$ cat config.mk
export PLATFORM = sky130hd
export DESIGN_NAME = rf_frame_rx
export DESIGN_NICKNAME = d
export VERILOG_FILES = /design/src/rtl/rf_frame_rx.sv
export SDC_FILE = /design/constraint.sdc
export NUM_CORES = 1
export LEC_CHECK = 0
export BUFFER_PORTS_ARGS = -buffer_cell sky130_fd_sc_hd__buf_4
export CAP_MARGIN = 0
export CORE_ASPECT_RATIO = 0.6
export CORE_MARGIN = 8
export CORE_UTILIZATION = 55
export CTS_CLUSTER_DIAMETER = 120
export DETAILED_ROUTE_END_ITERATION = 12
export GPL_TIMING_DRIVEN = 0
export PLACE_DENSITY_LB_ADDON = 0.12
export RECOVER_POWER = 50
export SLEW_MARGIN = 20
export SYNTH_ARGS = -nofsm -noshare
export SYNTH_HDL_FRONTEND = slang
export SYNTH_SLANG_ARGS = --single-unit
$ cat constraint.sdc
create_clock -name clk -period 2.35 [get_ports clk]
set_input_delay 0.3525 -clock clk [delete_from_list [all_inputs] [get_ports clk]]
set_output_delay 0.3525 -clock clk [all_outputs]
set_load 0.01 [all_outputs]
$ cat src/rtl/rf_frame_rx.sv
// rf_frame_rx: frame receiver behind the Manchester decoder.
// Hunts for a 16-bit sync word, then reads a length byte and the payload
// bytes (MSB first) and reports them with single-cycle strobes. An
// end-of-frame status follows.
// Optional feature macro: RF_FRAME_CRC_EN. When it is defined, a trailing
// CRC-8 byte (poly 0x07, init 0x00) covering the length and payload is
// checked.
// rx_eof is never in the same cycle as rx_valid. Without the CRC, the FSM
// therefore spends one settle cycle in PAYLOAD after the last byte before
// it enters END.
module rf_frame_rx #(
    parameter logic [15:0] SYNC_WORD = 16'h2DD4,
    parameter int unsigned MAX_LEN   = 32
) (
    input  logic       clk,
    input  logic       rst,
    input  logic       bit_valid,
    input  logic       bit_in,
    input  logic       bit_err,
    output logic [7:0] rx_data,
    output logic       rx_valid,
    output logic       rx_sof,
    output logic       rx_eof,
    output logic       rx_ok,
    output logic       busy
);

    localparam logic [7:0] MAX_B = MAX_LEN[7:0];

    typedef enum logic [2:0] {
        S_HUNT,
        S_LEN,
        S_PAYLOAD,
`ifdef RF_FRAME_CRC_EN
        S_CRC,
`endif
        S_END
    } state_t;

    state_t      state_q, state_d;
    logic [15:0] win_q, win_d;
    logic [7:0]  sh_q, sh_d;
    logic [2:0]  bcnt_q, bcnt_d;
    logic [7:0]  cnt_q, cnt_d;
    logic        first_q, first_d;
    logic        ok_q, ok_d;
    logic [7:0]  data_q, data_d;
    logic        vld_q, vld_d;
    logic        sof_q, sof_d;
`ifdef RF_FRAME_CRC_EN
    logic [7:0]  crc_q, crc_d;
    logic [7:0]  crc_nxt;
`endif

    logic [7:0]  byte_w;
    logic [15:0] win_sh;
    logic        byte_done;

    assign byte_w    = {sh_q[6:0], bit_in};
    assign win_sh    = {win_q[14:0], bit_in};
    assign byte_done = bit_valid && (bcnt_q == 3'd7);
`ifdef RF_FRAME_CRC_EN
    assign crc_nxt = {crc_q[6:0], 1'b0} ^ ((crc_q[7] ^ bit_in) ? 8'h07 : 8'h00);
`endif

    // State and datapath registers; reset drops the frame with no eof
    always_ff @(posedge clk or posedge rst) begin
        if (rst) begin
            state_q <= S_HUNT;
            win_q   <= '0;
            sh_q    <= '0;
            bcnt_q  <= '0;
            cnt_q   <= '0;
            first_q <= 1'b0;
            ok_q    <= 1'b0;
            data_q  <= '0;
            vld_q   <= 1'b0;
            sof_q   <= 1'b0;
`ifdef RF_FRAME_CRC_EN
            crc_q   <= '0;
`endif
        end else begin
            state_q <= state_d;
            win_q   <= win_d;
            sh_q    <= sh_d;
            bcnt_q  <= bcnt_d;
            cnt_q   <= cnt_d;
            first_q <= first_d;
            ok_q    <= ok_d;
            data_q  <= data_d;
            vld_q   <= vld_d;
            sof_q   <= sof_d;
`ifdef RF_FRAME_CRC_EN
            crc_q   <= crc_d;
`endif
        end
    end

    // Next-state: sync hunt, byte assembly, length and payload tracking
    always_comb begin
        state_d = state_q;
        win_d   = win_q;
        sh_d    = sh_q;
        bcnt_d  = bcnt_q;
        cnt_d   = cnt_q;
        first_d = first_q;
        ok_d    = ok_q;
        data_d  = data_q;
        vld_d   = 1'b0;
        sof_d   = 1'b0;
`ifdef RF_FRAME_CRC_EN
        crc_d   = crc_q;
`endif
        case (state_q)
            S_HUNT: begin
                if (bit_valid) begin
                    if (bit_err) begin
                        win_d = '0;
                    end else begin
                        win_d = win_sh;
                        if (win_sh == SYNC_WORD) begin
                            state_d = S_LEN;
                            bcnt_d  = '0;
`ifdef RF_FRAME_CRC_EN
                            crc_d   = '0;
`endif
                        end
                    end
                end
            end
            S_LEN: begin
                if (bit_valid) begin
                    if (bit_err) begin
                        state_d = S_END;
                        ok_d    = 1'b0;
                    end else begin
                        sh_d   = byte_w;
                        bcnt_d = bcnt_q + 3'd1;
`ifdef RF_FRAME_CRC_EN
                        crc_d  = crc_nxt;
`endif
                        if (byte_done) begin
                            cnt_d = byte_w;
                            if (byte_w == 8'd0 || byte_w > MAX_B) begin
                                state_d = S_END;
                                ok_d    = 1'b0;
                            end else begin
                                state_d = S_PAYLOAD;
                                first_d = 1'b1;
                            end
                        end
                    end
                end
            end
            S_PAYLOAD: begin
`ifndef RF_FRAME_CRC_EN
                // All bytes delivered: settle one cycle, then report success
                if (cnt_q == 8'd0) begin
                    state_d = S_END;
                    ok_d    = 1'b1;
                end else
`endif
                if (bit_valid) begin
                    if (bit_err) begin
                        state_d = S_END;
                        ok_d    = 1'b0;
                    end else begin
                        sh_d   = byte_w;
                        bcnt_d = bcnt_q + 3'd1;
`ifdef RF_FRAME_CRC_EN
                        crc_d  = crc_nxt;
`endif
                        if (byte_done) begin
                            vld_d   = 1'b1;
                            data_d  = byte_w;
                            sof_d   = first_q;
                            first_d = 1'b0;
                            cnt_d   = cnt_q - 8'd1;
`ifdef RF_FRAME_CRC_EN
                            if (cnt_q == 8'd1) state_d = S_CRC;
`endif
                        end
                    end
                end
            end
`ifdef RF_FRAME_CRC_EN
            S_CRC: begin
                if (bit_valid) begin
                    if (bit_err) begin
                        state_d = S_END;
                        ok_d    = 1'b0;
                    end else begin
                        sh_d   = byte_w;
                        bcnt_d = bcnt_q + 3'd1;
                        if (byte_done) begin
                            state_d = S_END;
                            ok_d    = (byte_w == crc_q);
                        end
                    end
                end
            end
`endif
            S_END: begin
                state_d = S_HUNT;
                win_d   = '0;
                bcnt_d  = '0;
                ok_d    = 1'b0;
            end
            default: state_d = S_HUNT;
        endcase
    end

    assign rx_data  = data_q;
    assign rx_valid = vld_q;
    assign rx_sof   = sof_q;
    assign rx_eof   = (state_q == S_END);
    assign rx_ok    = (state_q == S_END) && ok_q;
    assign busy     = (state_q != S_HUNT);

endmodule
* After elaboration in Yosys (flattened, before gate mapping)
Cells that the tools add are included.
** Operators by class
- Shifts and indexed selects :: 0
- Multipliers :: 0
- Bitwise operators :: 2
- $add $sub $neg :: 2
- Div/mod/pow operators :: 0
- Muxes and demuxes :: 60
- Reductions and logical operators :: 19
- Magnitude comparators :: 1
- Equality and inequality tests :: 20
** Operators by type and width (number)
- $mux 8 :: 10
- $mux 3 :: 15
- $pmux 8 s2 :: 2
- $mux 15 :: 2
- $pmux 15 s2 :: 1
- $mux 1 :: 26
- $ne 2x2->1 const B :: 11
- $eq 16x14->1 const B :: 1
- $logic_not 8->1 :: 2
- $ne 3x3->1 const B :: 4
- $pmux 3 s4 :: 1
- $reduce_and 5->1 :: 2
- $pmux 3 s3 :: 1
- $reduce_and 9->1 :: 1
- $gt 8x6->1 const B :: 1
- $reduce_and 8->1 :: 1
- $sub 8x1->8 const B :: 1
- $reduce_and 7->1 :: 1
- $eq 3x2->1 const B :: 2
- $reduce_and 6->1 :: 1
- $reduce_bool 3->1 :: 2
- $reduce_and 2->1 :: 2
- $reduce_bool 2->1 :: 2
- $reduce_bool 4->1 :: 1
- 9 further kinds :: 11
** Storage, ports and cells
- Memories :: 0
- Register bits :: 49
- Memory bits (read-only) :: 0
- Bits in writable memories :: 0
- Bits in latches :: 0

* Logic depth before layout (Yosys ltp)
- Depth after elaboration :: 7
- Mapped depth :: 8

* Worst setup path before layout
Ideal clock, no wire load.
- Path type :: register -> register
- From :: reg cnt_q[0]
- To :: reg data_q[0] (netlist: rx_data[0])
- Stages on the path, launching flop included :: 8
- Data required time :: 2225 ps
- Setup slack :: 496 ps
- Arrival :: 1729 ps
- Setup time :: 125 ps
- Period minus slack after synthesis :: 1854 ps
- Cells stage by stage :: dfrtp_1 inv_1 ha_1 nor3b_1 nand2_1 nand4_1 buf_2 mux2_2
** On the way
- Cells in the longest elaborated chain, start to end :: 3
** Ends and longest elaborated chain
- from (decl) :: RTL line 44 : logic [7:0] cnt_q, cnt_d;
- from (signal assigned) :: RTL line 87 : cnt_q <= cnt_d;
- $logic_not 8->1 :: RTL line 158 : if (cnt_q == 8'd0) begin
- $not 1->1 (no source line)
- $reduce_and 5->1 (no source line)
- to (signal assigned) :: RTL line 90 : data_q <= data_d;
- to (decl) :: RTL line 47 : logic [7:0] data_q, data_d;
No other way between the ends.
A chain may end at the register's enable or synchronous reset.

* Worst setup path in the final report
- From :: reg win_q[2]
- To :: reg bcnt_q[0]
** On the way
- Cells in the longest elaborated chain, start to end :: 3
** Ends and longest elaborated chain
- from (decl) :: RTL line 41 : logic [15:0] win_q, win_d;
- from (signal assigned) :: RTL line 84 : win_q <= win_d;
- $eq 16x14->1 :: RTL line 121 : if (win_sh == SYNC_WORD) begin
- $ne 2x2->1 (no source line)
- $reduce_and 5->1 (no source line)
- to (signal assigned) :: RTL line 86 : bcnt_q <= bcnt_d;
- to (decl) :: RTL line 43 : logic [2:0] bcnt_q, bcnt_d;
No other way between the ends.

==> flow_summary_export.csv <==
group,metric,value,unit
clock_network,cts_root_buf,"clkbuf_8",
critical_path,reg2reg_depth,5,
placement,numPortBuffers,17,
die,die_h,66.3,um
sta,setup_viol,0,
sta,worst_pin_slew,1.12,ns
sta,period_share,92.8,%
route,drt-total-wl,5090,um
critical_path,worstPathArrival,2.38,ns
critical_path,start_kind,"flop",
grt,antenna_found_initial,0,
clock_network,htree_levels,2,
placement,dp_slack,0.190,ns
grt,grt_usage,16.9,%
grt,grt_pass1_wl,8740,um
final_layout,multi_input_area,1060,um2
synth,synth_top_family_by_area,"simple AND/OR/NAND/NOR gates",
synth,synth_simple_gate_area_share,16.5,%
critical_path,cp_max_fo,3,
final_layout,drive_gt1_share,17.0,%
synth,synth_fp_nets,241,
power,p_clk_share,36.8,%
synth,synthXorXnorAreaFrac,0,%
final_layout,antenna_cells,0,
route,viasPerCell,5.57,
die,row_count,18,
power,p_per_area,528,nW/um2
die,die_width,99.8,um
sta,skew,0.00458,ns
sta,whs,0.199,ns
critical_path,required,2.55,ns
power,p_int,1.04,mW
sta,period_needed,2.18,ns
clock_network,clock_latency,0.31,ns
critical_path,path_cells,"nor4bb_1 -> nand3_1 -> o41ai_1 -> o2111a_1 -> mux2_2",
die,die_area,6610,um2
power,seqPwrFrac,59.4,%
synth,synth_edf_count,0,
die,coreArea,4080,um2
synth,syn_inst,227,
synth,synth_compound_area_share,13.1,%
synth,ys_warn_count,0,
clock_network,holdBufCountCts,0,
route,drt-pass1-iter-count,4,
synth,syn_area,2320,um2
synth,yosysSeqAreaShare,50.8,%
power,switchingPower,0.333,mW
placement,place.gp.congestion,0.864,
critical_path,cp_slowest_cell,"o41ai_1",
power,power_leakage,1.27,nW
critical_path,criticalPathCategory,"flop to flop",
grt,globalRouteOverflowTotal,0,
critical_path,max_stage_delay,0.43,ns
placement,dp_hpwl,3680,um
sta,worst_slack,0.170,ns
status,run_status,"completed",
route,final_antenna_net_count,0,
synth,yosys.area_share.adder,4.86,%
clock_network,cts_buffer_depth,2,
synth,ys_seq_elements,47,
clock_network,cts.sinks,47,
grt,grt_pass1_vias,1696,
synth,ys_types,41,
synth,synthFlopType,"dfrtp_1",
route,avgRoutedWirePerCell,16.2,um
hold_path,hold_path_class,"primary input to asynchronous set/reset pin",
clock_network,cts.repair.resized,0,
clock_network,numCtsBuffers,5,
critical_path,cp-end-kind,"flop",
sta,fmaxAchievable,459,MHz
die,initial_utilization,56.8,%
final_layout,regArea,1180,um2
clock_network,tritoncts,"done",
synth,ys_async_sr_fraction,100,%
sta,rsz0062_at_grt,"no",
power,irDropWorstVdd,0.369,mV
final_layout,area_growth,12.4,%
run,drv_cap,0,
synth,syn_area_per_cell,10.2,um2
die,num_io_pins,18,
route,via_count,1744,
power,combPwrFrac,3.8,%
sta,slew_viol_final,0,
final_layout,fill_cells,345,
power,p_sw_share,24.2,%
sta,setup_tns,0,ns
final_layout,fin_nets,266,
final_layout,postLayoutCoreUtil,63.9,%
sta,relSlewSlack,25.2,%
synth,synthMuxAreaShare,10.9,%
sta,hold_viol,0,
route,drt-initial-drc-count,133,
clock_network,cts_setup_buffers,0,
grt,grt_start_max_net_pins,27,
clock_network,clk_pin_slew,0.09,ns
route,drcViolationCount,0,
==> registers in the layout, summed over array words and instances (netlist names) <==
| signal | flops |
|---|---|
| rx_data | 8 |
| state_q | 2 |
| bcnt_q | 3 |
| sh_q | 7 |
| cnt_q | 8 |
| win_q | 15 |
| rx_valid | 1 |
| first_q | 1 |
| ok_q | 1 |
| rx_sof | 1 |
==> final cells by class <==
class                      count  share of cell area (%)
buffer                         8                    1.25
clock buffer                   6                    2.79
clock inverter                 2                   0.673
inverter                      15                    2.16
multi-input combinational    157                    40.6
sequential                    47                    45.2
tap                           60                    2.88
timing repair buffer          18                    4.52
==> power groups by stage <==
stage	Combinational [mW]	Clock (mW)	Sequential [mW]
after floorplan	0.0325	0	0.831
after global placement	0.0511	0	0.832
after detailed placement	0.0562	0	0.832
after CTS	0.0560	0.512	0.816
after global routing	0.0604	0.555	0.817
final	0.0518	0.506	0.816
==> cell families after synthesis <==
group	after synthesis
AOI/OAI and AO/OA	48
adders and majority gates	9
buffers and inverters	23
DFF	47
muxes	23
and+or+nand+nor	77
==> path summary, 6_finish.rpt <==
path / slack [ns] / start / end
worst max register to register: 0.17 / win_q[2] / bcnt_q[0]
min in group clk: 0.35 / bit_in / win_q[0]
worst max-delay path: 0.17 / win_q[2] / bcnt_q[0]
max in group asynchronous: 0.53 / rst / state_q[0]
worst min-delay path: 0.20 / rst / rx_valid
worst min register to register: 0.51 / rx_data[3] / rx_data[3]
==> cell usage after synthesis (3+ instances only) <==
master	number	share of area [%]
dfrtp_1	47	51
nor2b_1	4	1.1
nand2_1	42	6.8
clkbuf_1	6	0.97
o21ai_0	26	5.6
o22a_1	3	1.1
nor2_1	11	1.8
a21oi_1	3	0.65
inv_1	15	2.4
a31oi_1	4	1.1
ha_1	9	4.9
nand3_1	3	0.65
mux2_2	17	8.3
mux2i_1	5	2.2
==> worst max-delay path: cells and delay by family (launching register included) <==
family	cells	cell delay, ns
and+or+nand+nor	2	0.51
DFF	1	0.42
muxes	1	0.36
AOI/OAI and AO/OA	2	0.79
==> layer usage <==
| metal | track usage, % | up-vias | wire, um |
|---|---|---|---|
| met3 | 4.41 | 8 | 406 |
| met4 | 5.24 | 0 | 60 |
| met2 | 22.1 | 67 | 1960 |
| met1 | 25.9 | 824 | 2660 |
| li1 | - | 845 | - |
| met5 | 0 | - | 0 |
==> metrics by stage <==
step	power [mW]	area, um2	instances
after floorplan	0.863	2320	227
after global placement	0.883	2520	304
after CTS	1.38	2630	313
after global routing	1.43	2600	313
after detailed placement	0.888	2540	305
final	1.37	2600	313
==> cells in the final DEF (no fill, tap or decap), types with 2 or more instances in the layout <==
cell      count
dfrtp_1      47
nand2_1      42
o21ai_0      26
mux2_2       17
inv_1        15
clkbuf_1     13
nor2_1       11
buf_4        10
ha_1          9
mux2i_1       5
clkbuf_8      5
nor2b_1       4
a31oi_1       4
nand3_1       3
a21oi_1       3
o22a_1        3
nand4_1       2
buf_2         2
nor3_1        2
or3_1         2
a41oi_1       2
clkinv_4      2
(Power assumes the default switching activity.)
